### src/rtl/tf_addr_gen_pkg.sv
// ---------------------------------------------------------------------------
// tf_addr_gen_pkg
//   Shared definitions for the twiddle-factor address sequencer and any other
//   twiddle-ROM consumer: FSM encodings, address width and the offset/address
//   functions, so every user computes identical ROM addresses.
// ---------------------------------------------------------------------------
package tf_addr_gen_pkg;

  localparam int TF_ADDR_WIDTH = 11;
  localparam int STAGE_WIDTH   = 4;
  localparam int CNT_ARG_WIDTH = 16;

  typedef enum logic [1:0] {
    TFG_IDLE  = 2'd0,
    TFG_RUN   = 2'd1,
    TFG_DRAIN = 2'd2,
    TFG_DONE  = 2'd3
  } tfg_state_e;

  // First ROM word of stage s. Stage s (s <= log_cyc) holds 2^s distinct
  // twiddles; later stages all hold 2^log_cyc.
  function automatic int unsigned tf_offset(input logic [STAGE_WIDTH-1:0] s,
                                            input int unsigned log_cyc);
    int unsigned s_i;
    int unsigned off;
    s_i = 32'(s);
    if (s_i <= log_cyc) begin
      off = (32'd1 << s_i) - 32'd1;
    end else begin
      off = ((32'd1 << log_cyc) - 32'd1) + ((s_i - log_cyc) << log_cyc);
    end
    return off;
  endfunction

  // Twiddle address for stage s at in-stage cycle cnt. Early stages repeat
  // each twiddle 2^(log_cyc - s) times, hence the right shift of cnt.
  function automatic logic [TF_ADDR_WIDTH-1:0] tf_addr_calc(
      input logic [STAGE_WIDTH-1:0]   s,
      input logic [CNT_ARG_WIDTH-1:0] cnt,
      input int unsigned              log_cyc);
    int unsigned s_i;
    int unsigned sh;
    int unsigned a;
    s_i = 32'(s);
    if (s_i <= log_cyc) begin
      sh = log_cyc - s_i;
    end else begin
      sh = 32'd0;
    end
    a = tf_offset(s, log_cyc) + (32'(cnt) >> sh);
    return a[TF_ADDR_WIDTH-1:0];
  endfunction

endpackage

### src/rtl/tf_addr_gen_if.sv
// ---------------------------------------------------------------------------
// tf_addr_gen_if
//   Control/status bundle between the NTT/INTT controller (master) and the
//   twiddle address sequencer (slave).
//   start      controller -> sequencer  1-cycle run request
//   en         controller -> sequencer  advance enable (downstream ready)
//   addr_tfsr  sequencer -> ROM          twiddle ROM address
//   addr_valid sequencer -> consumers    addr_tfsr is a live request
//   stage      sequencer -> consumers    stage of the presented address
//   tf_valid   sequencer -> butterflies  ROM data valid this cycle
//   stage_done sequencer -> controller   pulse with last address of a stage
//   busy/done  sequencer -> controller   run status / completion pulse
// ---------------------------------------------------------------------------
interface tf_addr_gen_if;

  logic                                        start;
  logic                                        en;
  logic [tf_addr_gen_pkg::TF_ADDR_WIDTH-1:0]   addr_tfsr;
  logic                                        addr_valid;
  logic [tf_addr_gen_pkg::STAGE_WIDTH-1:0]     stage;
  logic                                        tf_valid;
  logic                                        stage_done;
  logic                                        busy;
  logic                                        done;

  modport master (
    output start,
    output en,
    input  addr_tfsr,
    input  addr_valid,
    input  stage,
    input  tf_valid,
    input  stage_done,
    input  busy,
    input  done
  );

  modport slave (
    input  start,
    input  en,
    output addr_tfsr,
    output addr_valid,
    output stage,
    output tf_valid,
    output stage_done,
    output busy,
    output done
  );

endinterface

### src/rtl/tf_valid_dly.sv
// ---------------------------------------------------------------------------
// tf_valid_dly
//   1-bit shift register of DEPTH stages that realigns the address-valid flag
//   with the twiddle ROM output. It shifts every cycle because the ROM itself
//   is free-running.
//   clk, rst_n  clock, asynchronous active-low reset
//   din_i       flag entering the pipe
//   dout_o      flag leaving the pipe (registered)
//   pending_o   some set bit will still be in the pipe after the next shift
// ---------------------------------------------------------------------------
module tf_valid_dly #(
  parameter int DEPTH = 1
) (
  input  logic clk,
  input  logic rst_n,
  input  logic din_i,
  output logic dout_o,
  output logic pending_o
);

  logic [DEPTH-1:0] pipe_q;
  logic [DEPTH-1:0] pipe_d;

  generate
    if (DEPTH == 1) begin : g_single
      // Single stage: the pipe simply captures the input.
      always_comb begin
        pipe_d = din_i;
      end
    end else begin : g_multi
      // Multi stage: shift towards the MSB, new flag enters at bit 0.
      always_comb begin
        pipe_d = {pipe_q[DEPTH-2:0], din_i};
      end
    end
  endgenerate

  // Pipe register, cleared by reset.
  always_ff @(posedge clk or negedge rst_n) begin
    if (!rst_n) begin
      pipe_q <= {DEPTH{1'b0}};
    end else begin
      pipe_q <= pipe_d;
    end
  end

  assign dout_o    = pipe_q[DEPTH-1];
  // Looking at the next pipe value lets the owner finish on the very edge
  // the last valid flag leaves.
  assign pending_o = |pipe_d;

endmodule

### src/rtl/tf_addr_gen.sv
// ---------------------------------------------------------------------------
// tf_addr_gen
//   Twiddle-factor address sequencer. Walks all LOG_N stages (ascending for
//   NTT, descending for INTT), emitting one ROM address per enabled cycle,
//   and raises tf_valid once the ROM read latency has elapsed.
//   clk    clock
//   rst_n  asynchronous active-low reset; aborts a run without a done pulse
//   bus    tf_addr_gen_if.slave: start/en in; addr_tfsr, addr_valid, stage,
//          tf_valid, stage_done, busy, done out (all registered)
// ---------------------------------------------------------------------------
module tf_addr_gen
  import tf_addr_gen_pkg::*;
#(
  parameter int NTT_INTT_CASE     = 0,
  parameter int LOG_N             = 12,
  parameter int LOG_CYC           = 9,
  parameter int COMMON_BRAM_DELAY = 1
) (
  input  logic         clk,
  input  logic         rst_n,
  tf_addr_gen_if.slave bus
);

  localparam logic [STAGE_WIDTH-1:0] FIRST_STAGE =
      (NTT_INTT_CASE == 0) ? 4'd0 : 4'(LOG_N - 1);
  localparam logic [STAGE_WIDTH-1:0] LAST_STAGE =
      (NTT_INTT_CASE == 0) ? 4'(LOG_N - 1) : 4'd0;
  localparam logic [LOG_CYC-1:0] CNT_MAX = {LOG_CYC{1'b1}};
  localparam logic [LOG_CYC-1:0] CNT_ONE = LOG_CYC'(1);

  tfg_state_e               state_q, state_d;
  logic [LOG_CYC-1:0]       cnt_q, cnt_d;
  logic [STAGE_WIDTH-1:0]   stage_q, stage_d;       // stage of the next address
  logic [STAGE_WIDTH-1:0]   stage_o_q, stage_o_d;   // stage of the presented address
  logic [TF_ADDR_WIDTH-1:0] addr_q, addr_d;
  logic                     addr_valid_q, addr_valid_d;
  logic                     stage_done_q, stage_done_d;
  logic                     busy_q, busy_d;
  logic                     done_q, done_d;

  logic                     last_cnt_s;
  logic                     last_stage_s;
  logic                     pending_s;
  logic                     tf_valid_s;
  logic [STAGE_WIDTH-1:0]   stage_step_s;

  assign last_cnt_s   = (cnt_q == CNT_MAX);
  assign last_stage_s = (stage_q == LAST_STAGE);
  assign stage_step_s = (NTT_INTT_CASE == 0) ? (stage_q + 4'd1) : (stage_q - 4'd1);

  // FSM state register.
  always_ff @(posedge clk or negedge rst_n) begin
    if (!rst_n) begin
      state_q <= TFG_IDLE;
    end else begin
      state_q <= state_d;
    end
  end

  // FSM next-state logic.
  always_comb begin
    state_d = state_q;
    case (state_q)
      TFG_IDLE: begin
        if (bus.start) begin
          state_d = TFG_RUN;
        end else begin
          state_d = TFG_IDLE;
        end
      end
      TFG_RUN: begin
        if (bus.en && last_cnt_s && last_stage_s) begin
          state_d = TFG_DRAIN;
        end else begin
          state_d = TFG_RUN;
        end
      end
      TFG_DRAIN: begin
        if (pending_s) begin
          state_d = TFG_DRAIN;
        end else begin
          state_d = TFG_DONE;
        end
      end
      TFG_DONE: begin
        state_d = TFG_IDLE;
      end
      default: begin
        state_d = TFG_IDLE;
      end
    endcase
  end

  // FSM output / datapath next values. Everything holds unless the state
  // and en say otherwise; pulses default to 0.
  always_comb begin
    cnt_d        = cnt_q;
    stage_d      = stage_q;
    stage_o_d    = stage_o_q;
    addr_d       = addr_q;
    addr_valid_d = 1'b0;
    stage_done_d = 1'b0;
    busy_d       = busy_q;
    done_d       = 1'b0;
    case (state_q)
      TFG_IDLE: begin
        if (bus.start) begin
          cnt_d     = {LOG_CYC{1'b0}};
          stage_d   = FIRST_STAGE;
          stage_o_d = FIRST_STAGE;
          addr_d    = tf_addr_calc(FIRST_STAGE, 16'd0, LOG_CYC);
          busy_d    = 1'b1;
        end else begin
          busy_d    = 1'b0;
        end
      end
      TFG_RUN: begin
        if (bus.en) begin
          addr_valid_d = 1'b1;
          addr_d       = tf_addr_calc(stage_q, 16'(cnt_q), LOG_CYC);
          stage_o_d    = stage_q;
          cnt_d        = cnt_q + CNT_ONE;   // wraps to 0 after CNT_MAX
          if (last_cnt_s) begin
            stage_done_d = 1'b1;
            // The final stage index is kept rather than stepping past it.
            if (!last_stage_s) begin
              stage_d = stage_step_s;
            end else begin
              stage_d = stage_q;
            end
          end else begin
            stage_done_d = 1'b0;
          end
        end else begin
          addr_valid_d = 1'b0;
        end
      end
      TFG_DRAIN: begin
        if (!pending_s) begin
          done_d = 1'b1;
          busy_d = 1'b0;
        end else begin
          done_d = 1'b0;
        end
      end
      TFG_DONE: begin
        busy_d = 1'b0;
      end
      default: begin
        busy_d = 1'b0;
      end
    endcase
  end

  // Datapath and output registers.
  always_ff @(posedge clk or negedge rst_n) begin
    if (!rst_n) begin
      cnt_q        <= {LOG_CYC{1'b0}};
      stage_q      <= 4'd0;
      stage_o_q    <= 4'd0;
      addr_q       <= 11'd0;
      addr_valid_q <= 1'b0;
      stage_done_q <= 1'b0;
      busy_q       <= 1'b0;
      done_q       <= 1'b0;
    end else begin
      cnt_q        <= cnt_d;
      stage_q      <= stage_d;
      stage_o_q    <= stage_o_d;
      addr_q       <= addr_d;
      addr_valid_q <= addr_valid_d;
      stage_done_q <= stage_done_d;
      busy_q       <= busy_d;
      done_q       <= done_d;
    end
  end

  tf_valid_dly #(
    .DEPTH (COMMON_BRAM_DELAY)
  ) u_tf_valid_dly (
    .clk       (clk),
    .rst_n     (rst_n),
    .din_i     (addr_valid_q),
    .dout_o    (tf_valid_s),
    .pending_o (pending_s)
  );

  assign bus.addr_tfsr  = addr_q;
  assign bus.addr_valid = addr_valid_q;
  assign bus.stage      = stage_o_q;
  assign bus.tf_valid   = tf_valid_s;
  assign bus.stage_done = stage_done_q;
  assign bus.busy       = busy_q;
  assign bus.done       = done_q;

endmodule
### src/flat_wrapper.sv
// flat-port wrapper written by rule: the top's interface ports become plain ports
module tf_addr_gen_flat import tf_addr_gen_pkg::*;
#(
  parameter int NTT_INTT_CASE     = 0,
  parameter int LOG_N             = 12,
  parameter int LOG_CYC           = 9,
  parameter int COMMON_BRAM_DELAY = 1
)
  (clk, rst_n, bus_start, bus_en, bus_addr_tfsr, bus_addr_valid, bus_stage, bus_tf_valid, bus_stage_done, bus_busy, bus_done);
  tf_addr_gen_if bus_i ();
  input  logic clk;
  input  logic rst_n;
  input wire logic [$bits(bus_i.start)-1:0] bus_start;
  input wire logic [$bits(bus_i.en)-1:0] bus_en;
  output wire logic [$bits(bus_i.addr_tfsr)-1:0] bus_addr_tfsr;
  output wire logic [$bits(bus_i.addr_valid)-1:0] bus_addr_valid;
  output wire logic [$bits(bus_i.stage)-1:0] bus_stage;
  output wire logic [$bits(bus_i.tf_valid)-1:0] bus_tf_valid;
  output wire logic [$bits(bus_i.stage_done)-1:0] bus_stage_done;
  output wire logic [$bits(bus_i.busy)-1:0] bus_busy;
  output wire logic [$bits(bus_i.done)-1:0] bus_done;
  assign bus_i.start = bus_start;
  assign bus_i.en = bus_en;
  assign bus_addr_tfsr = bus_i.addr_tfsr;
  assign bus_addr_valid = bus_i.addr_valid;
  assign bus_stage = bus_i.stage;
  assign bus_tf_valid = bus_i.tf_valid;
  assign bus_stage_done = bus_i.stage_done;
  assign bus_busy = bus_i.busy;
  assign bus_done = bus_i.done;
  tf_addr_gen #(.NTT_INTT_CASE(NTT_INTT_CASE), .LOG_N(LOG_N), .LOG_CYC(LOG_CYC), .COMMON_BRAM_DELAY(COMMON_BRAM_DELAY)) u_core (.clk(clk), .rst_n(rst_n), .bus(bus_i));
endmodule
### config.mk
export PLATFORM = sky130hd
export DESIGN_NAME = tf_addr_gen_flat
export DESIGN_NICKNAME = d
export VERILOG_FILES = /design/src/rtl/tf_addr_gen_pkg.sv /design/src/rtl/tf_addr_gen_if.sv /design/src/rtl/tf_valid_dly.sv /design/src/rtl/tf_addr_gen.sv /design/src/flat_wrapper.sv
export SDC_FILE = /design/constraint.sdc
export NUM_CORES = 1
export LEC_CHECK = 0
export ABC_AREA = 1
export CORE_ASPECT_RATIO = 0.6
export CORE_MARGIN = 3
export CORE_UTILIZATION = 30
export CTS_BUF_LIST = sky130_fd_sc_hd__clkbuf_8
export CTS_CLUSTER_SIZE = 12
export DETAILED_ROUTE_END_ITERATION = 8
export GPL_ROUTABILITY_DRIVEN = 0
export GPL_TIMING_DRIVEN = 0
export MAX_ROUTING_LAYER = met4
export PLACE_DENSITY = 0.44
export SYNTH_ARGS = -nofsm -noshare
export SYNTH_HDL_FRONTEND = slang
export SYNTH_HIERARCHICAL = 1
export SYNTH_SLANG_ARGS = --single-unit
### constraint.sdc
create_clock -name clk -period 5 [get_ports clk]
set_input_delay 1.25 -clock clk [delete_from_list [all_inputs] [get_ports clk]]
set_output_delay 1.25 -clock clk [all_outputs]
set_load 0.05 [all_outputs]
==> reports/metrics.cfg, run 1 <==
[run_status]
status=finished, final reports clean

[placement]
portBuffers=23
dp_hpwl_um=5944

[global_routing]
grt_use_met2=0.2081
antenna_found_initial=0
top_usage_layer=met1
grt_pass1_vias=2450
grt_usage=0.1656
grt_use_met1=0.2643
grt_start_max_net_pins=36
grt_pass1_wl_um=12880
overflow=0
met3_usage=0.03189

[cts]
cts_hold_buf=0
htreeDepth=2
ctsResizeCount=0
numCtsBuffers=5
root_buffer=clkbuf_8
clkSlewWorstSetupHoldPaths_ns=0.09
cts_tree=done
clk_path_buf_depth=2
cts_setup_buffers=0
clock_sinks=35
clk_latency_ns=0.31

[route]
wl_per_cell_um=14.18
via_per_inst=4.793
drtIter0Drc=189
totalWireLength_um=7688
vias=2598
dr.pass1.iters=4
final_antenna_net_count=0
drc=0

[critical_path]
max_stage_delay_ns=0.57
crit_path_end_kind=flop
crit_arrival_ns=4.41
cp_top_family=simple AND/OR/NAND/NOR gates
worst-path-max-fanout=9
crit_slowest_cell=dfrtp_1
critPathBufInv=7
startpoint_type=flop
required_ns=5.25
path_common_cell=nand2_1
worst-setup-path-type=flop to flop

[sta]
tightestPinTransition_ns=0.8564
hold_viol=0
finClkSkew_ns=0.005154
finalSetupTns_ns=0
fmax_mhz=240.8
min_period_ns=4.153
grt_setup_unrepaired=no
max_slew_margin=0.4291
fin_crit_sh=0.8306
final-setup-viol-count=0
slew_viol_final=0

[synthesis]
synth.yosys.warnings=6
netlist_instances=399
ys_types=36
yosysSeqAreaShare=0.3169
syn-cell-area_um2=2764
syn_area_per_cell_um2=6.927
synth_nets=426
synth_top_cell_by_area=dfrtp_1
synthDominantCellAreaShare=0.3169
synth_seq_cells=35
ys_top_cells_by_area=dfrtp_1, nand2_1, ha_1, nand3_1, inv_1

[layout]
syn_to_final_growth_pct=16.61
drive_gt1_frac=0.09535
seq_area_um2=875.8
utilization=0.3697
num-fill-cells=955
insertedDiodeCount=0
final_nets=456
multi_input_area_um2=1639

[floorplanning]
die_area_um2=10440
start_util=0.3170
ioPinCount=24
die_h_um=80.35
core_um2=8718
num_rows=26
dieWidth_um=129.9

[worst_hold_path]
hold_class=flop to flop

[pwr]
p_per_area_nw_per_um2=772.1
finalPower_mw=2.489
ir_worst_vdd_v=0.0003176
p_leak_nw=1.639

[run]
max_cap_violations=0

[cells by family (layout without fill, tap and decap cells)]
group,count (synthesis),count (layout),share of synthesized area
adder cells (fa/ha/maj),23,23,0.1068
XOR/XNOR,2,2,0.006339
flip-flops,35,35,0.3169
AO/OA/AOI/OAI,70,70,0.1480
buffers and inverters,61,92,0.09009
AND/OR/NAND/NOR,208,208,0.3318
[layout by cell type, fill, tap and decap left out, drive strengths merged]
| master | n |
|---|---|
| xor2 | 1 |
| inv | 55 |
| ha | 22 |
| dfrtp | 35 |
| nand4 | 5 |
| o211ai | 2 |
| buf | 6 |
| o21bai | 3 |
| xnor2 | 1 |
| clkinvlp | 1 |
| fa | 1 |
| or2 | 2 |
| o22ai | 1 |
| nand3b | 2 |
| nor2 | 41 |
| o31ai | 1 |
| a32o | 1 |
| o21ai | 35 |
| clkinv | 2 |
| nand2 | 114 |
| a21oi | 22 |
| nor3 | 8 |
| a22o | 2 |
| a31oi | 3 |
| clkdlybuf4s50 | 22 |
| nand3 | 36 |
| clkbuf | 6 |
[report_power, final]
group / switching (mW) / leakage (nW) / total [mW] / internal [mW]
registers: 0.0716 / 0.446 / 0.447 / 0.375
clock network: 0.130 / 0.0443 / 0.230 / 0.0999
logic: 1.19 / 1.15 / 1.81 / 0.625
total: 1.39 / 1.64 / 2.49 / 1.10
[cells in the mapped netlist (all sizes together)]
master and instances:
a21oi 22, a22o 2, a31oi 3, a32o 1
buf 5, clkbuf 1, dfrtp 35, fa 1
ha 22, inv 55, nand2 114, nand3 36
nand3b 2, nand4 5, nor2 41, nor3 8
o211ai 2, o21ai 35, o21bai 3, o22ai 1
o31ai 1, or2 2, xnor2 1, xor2 1
[area by class of cell]
class / instances / area share
inverter: 55 / 0.06483
clock inverter: 3 / 0.007764
multi-input combinational: 303 / 0.5085
tap: 112 / 0.04348
clock buffer: 5 / 0.02135
buffer: 6 / 0.01242
sequential: 35 / 0.2717
timing repair buffer: 23 / 0.06988
[through the flow]
stage          std cells  worst slack [ns]  instance area (um2)  hold WS [ns]
2_1_floorplan        399             1.708                 2764        0.4996
3_3_place_gp         534            0.9231                 3134        0.3881
3_5_place_dp         534            0.9354                 3129        0.3875
4_1_cts              542            0.8809                 3223        0.4115
5_1_grt              542            0.4932                 3223        0.4252
6_report             542            0.8472                 3223        0.4056
[state kept, by name, indices dropped and copies added, names as in the netlist, named ones only]
name and cells:
u_core/bus.addr_tfsr 11, u_core/state_q 1, u_core/bus.busy 1, u_core/u_tf_valid_dly/dout_o 1, u_core/bus.stage 4, u_core/bus.addr_valid 1
u_core/stage_q 4, u_core/bus.done 1, u_core/bus.stage_done 1, u_core/cnt_q 9
[metal layers]
layer,up-vias,wire length [um]
met1,1180,4515
met3,7,362
met4,0,61
met2,48,2748
met5,-,0
li1,1363,-
[path summary, 6_finish.rpt]
| check | startpoint | to | slack (ns) | cells past startpoint |
|---|---|---|---|---|
| worst min-delay path | u_core/bus.addr_valid$_DFF_PN0_ | u_core/u_tf_valid_dly/dout_o$_DFF_PN0_ | 0.41 | 0 |
| min in group asynchronous | rst_n | u_core/bus.done$_DFF_PN0_ | 1.04 | 1 |
| worst max register to register | u_core/stage_q[2]$_DFFE_PN0P_ | u_core/bus.addr_tfsr[10]$_DFFE_PN0P_ | 0.85 | 28 |
| worst min register to register | u_core/bus.addr_valid$_DFF_PN0_ | u_core/u_tf_valid_dly/dout_o$_DFF_PN0_ | 0.41 | 0 |
| max in group asynchronous | rst_n | u_core/bus.addr_tfsr[3]$_DFFE_PN0P_ | 3.42 | 1 |
| worst max-delay path | u_core/stage_q[2]$_DFFE_PN0P_ | u_core/bus.addr_tfsr[10]$_DFFE_PN0P_ | 0.85 | 28 |
Power figures use the tool's default switching activity.
==> run 2: changes to the inputs <==
--- a/config.mk
+++ b/config.mk
@@ -15,7 +15,7 @@
 export GPL_ROUTABILITY_DRIVEN = 0
 export GPL_TIMING_DRIVEN = 0
 export MAX_ROUTING_LAYER = met4
-export PLACE_DENSITY = 0.44
+export PLACE_DENSITY = 0.46
 export SYNTH_ARGS = -nofsm -noshare
 export SYNTH_HDL_FRONTEND = slang
 export SYNTH_HIERARCHICAL = 1
==> constraint.sdc (replaced) <==
create_clock -name clk -period 3.45 [get_ports clk]
set_input_delay 0.8625 -clock clk [delete_from_list [all_inputs] [get_ports clk]]
set_output_delay 0.8625 -clock clk [all_outputs]
set_load 0.05 [all_outputs]
==> run 2 against run 1 <==
Net effect:
- flip-flop and latch count stayed put
- cell count increased by 2.6%
- routed wire length increased by 2.8%
- non-clock buffer count grew 14
- critical path depth stayed put
- die area did not move
- register-to-register slack worse by 0.82 ns
- critical path type unchanged
==> reports/metrics.cfg, run 2 (same netlist as run 1, synthesis figures left out) <==
[floorplanning]
start_util=0.3170  ; unchanged
die_area_um2=10440  ; unchanged
core_um2=8718  ; unchanged
ioPinCount=24  ; unchanged
dieWidth_um=129.9  ; unchanged
num_rows=26  ; unchanged
die_h_um=80.35  ; unchanged

[global_routing]
grt_start_max_net_pins=36  ; unchanged
grt_use_met2=0.2122  ; +0.004111
met3_usage=0.03389  ; +0.001993
grt_use_met1=0.2633  ; -0.0009319
antenna_found_initial=0  ; unchanged
overflow=0  ; unchanged
grt_pass1_vias=2519  ; +2.8%
grt_usage=0.1652  ; -0.0004095
grt_pass1_wl_um=13080  ; +1.6%
top_usage_layer=met1

[route]
vias=2683  ; +3.3%
drtIter0Drc=226  ; +20%
dr.pass1.iters=4  ; unchanged
totalWireLength_um=7901  ; +2.8%
via_per_inst=4.826  ; +0.67%
final_antenna_net_count=0  ; unchanged
wl_per_cell_um=14.21  ; +0.18%
drc=0  ; unchanged

[placement]
dp_hpwl_um=5884  ; -1.0%
dpl-instance-area_um2=3129  ; unchanged
portBuffers=23  ; unchanged
dp.cells=534  ; unchanged

[layout]
largest_reg_flops=11  ; unchanged
insertedDiodeCount=0  ; unchanged
final_cell_count_no_fill=556  ; +2.6%
layout_commonest_cell=nand2_1
stdcell_area_um2=3492  ; +8.3%
num-fill-cells=932  ; -2.4%
syn_to_final_growth_pct=26.35
final_nets=470  ; +3.1%
drive_gt1_frac=0.1869  ; +0.09159
mostFrequentLayoutCells=nand2_1, inv_1, nor2_1, dfrtp_1, nand3_1
utilization=0.4005  ; +0.03085

[critical_path]
critPathCapture=u_core/bus.addr_tfsr[10]$_DFFE_PN0P_
reg2reg_from=u_core/stage_q[1]$_DFFE_PN0P_
worst-path-max-fanout=5  ; -4
required_ns=3.69  ; -1.56 ns
critPathLaunch=u_core/stage_q[1]$_DFFE_PN0P_
reg2regPathDepth=28  ; unchanged
reg2reg_setup_slack_ns=0.02  ; -0.82 ns
crit_path_end_kind=flop
path_common_cell=nand2_1
r2r_end=u_core/bus.addr_tfsr[10]$_DFFE_PN0P_
worst-setup-path-type=flop to flop
startpoint_type=flop
crit_arrival_ns=3.67  ; -0.74 ns
crit_slowest_cell=dfrtp_2
max_stage_delay_ns=0.44  ; -0.13 ns

[worst_hold_path]
whs_path_depth=0  ; unchanged
hold_class=flop to flop

[cts]
clock_sinks=35  ; unchanged
clkSlewWorstSetupHoldPaths_ns=0.09  ; about the same
numCtsBuffers=5  ; unchanged
clk_path_buf_depth=2  ; unchanged
root_buffer=clkbuf_8
cts_tree=done
cts_hold_buf=0  ; unchanged
htreeDepth=2  ; unchanged
clk_latency_ns=0.30  ; about the same

[run_status]
status=finished, final reports clean

[sta]
final-setup-viol-count=0  ; unchanged
tightestPinTransition_ns=0.8253  ; -0.03109 ns
fmax_mhz=291.8  ; +21%
grt_setup_unrepaired=yes
slew_viol_final=0  ; unchanged
min_period_ns=3.427  ; -0.7258 ns
fin_crit_sh=0.9933  ; +0.1628
max_slew_margin=0.4498  ; +0.02072
finClkSkew_ns=0.004195  ; -0.0009598 ns
hold_viol=0  ; unchanged

[run]
max_cap_violations=0  ; unchanged

-- run 2: layer usage --
layer  vias up  routed length (um)
li1       1393                   -
met1      1242                4566
met2        46                2998
met3         2                 319
met4         0                  18
met5         -                   0
-- run 2: worst max-delay path, delay by kind of cell, from the launching register on --
family | cells | cell delay, ns
buffers and inverters | 7 | 0.60
DFF | 1 | 0.44
and+or+nand+nor | 15 | 1.36
AOI/OAI and AO/OA | 2 | 0.12
adders and majority gates | 4 | 0.83
-- run 2: metrics by stage --
step | hold slack (ns) | setup TNS (ns) | setup slack, ns
finish | 0.4107 | 0 | 0.02298
CTS | 0.4200 | -0.02286 | -0.02286
floorplan | 0.4996 | 0 | 0.1576
global route | 0.4263 | -0.6143 | -0.2081
detailed placement | 0.3959 | -1.173 | -0.4513
global placement | 0.3883 | -1.335 | -0.4719
-- run 2: final cells by class --
type | count | area, um2 | area share
inverter | 55 | 227.7 | 0.06521
clock inverter | 3 | 23.77 | 0.006808
buffer | 6 | 40.04 | 0.01147
timing repair buffer | 37 | 330.3 | 0.09459
multi-input combinational | 303 | 1782 | 0.5102
clock buffer | 5 | 68.82 | 0.01971
sequential | 35 | 879.6 | 0.2519
tap | 112 | 140.1 | 0.04013
-- run 2: what timing repair did --
item / 4_1_cts / 5_1_grt
cloned: 0 / 1
gates resized for setup: 13 / 32
buffers inserted: 3 / 10
pin swaps: 0 / 13
endpoints found under the setup margin: 6 / 6
-- run 2: how the worst min path moves through the flow --
stage | start | end | slack (ns)
after global routing | u_core/bus.addr_valid$_DFF_PN0_ | u_core/u_tf_valid_dly/dout_o$_DFF_PN0_ | 0.43
after detailed placement | u_core/bus.addr_valid$_DFF_PN0_ | u_core/u_tf_valid_dly/dout_o$_DFF_PN0_ | 0.40
after floorplan | u_core/cnt_q[3]$_DFFE_PN0P_ | u_core/cnt_q[3]$_DFFE_PN0P_ | 0.50
after CTS | u_core/bus.addr_valid$_DFF_PN0_ | u_core/u_tf_valid_dly/dout_o$_DFF_PN0_ | 0.42
final | u_core/bus.addr_valid$_DFF_PN0_ | u_core/u_tf_valid_dly/dout_o$_DFF_PN0_ | 0.41
after global placement | u_core/bus.addr_valid$_DFF_PN0_ | u_core/u_tf_valid_dly/dout_o$_DFF_PN0_ | 0.39
Power of run 2 is left out: the tool's default activity adds up to more than one toggle a clock period on the data nets, which glitch-free logic cannot reach.
==> run 3: changes to the inputs <==
--- a/config.mk
+++ b/config.mk
@@ -10,7 +10,6 @@
 export CORE_MARGIN = 3
 export CORE_UTILIZATION = 30
 export CTS_BUF_LIST = sky130_fd_sc_hd__clkbuf_8
-export CTS_CLUSTER_SIZE = 12
 export DETAILED_ROUTE_END_ITERATION = 8
 export GPL_ROUTABILITY_DRIVEN = 0
 export GPL_TIMING_DRIVEN = 0
==> results of run 3 <==
Same layout as run 2: the final DEF is identical, and so are final timing and power.
Power of run 3 is left out for the same reason.
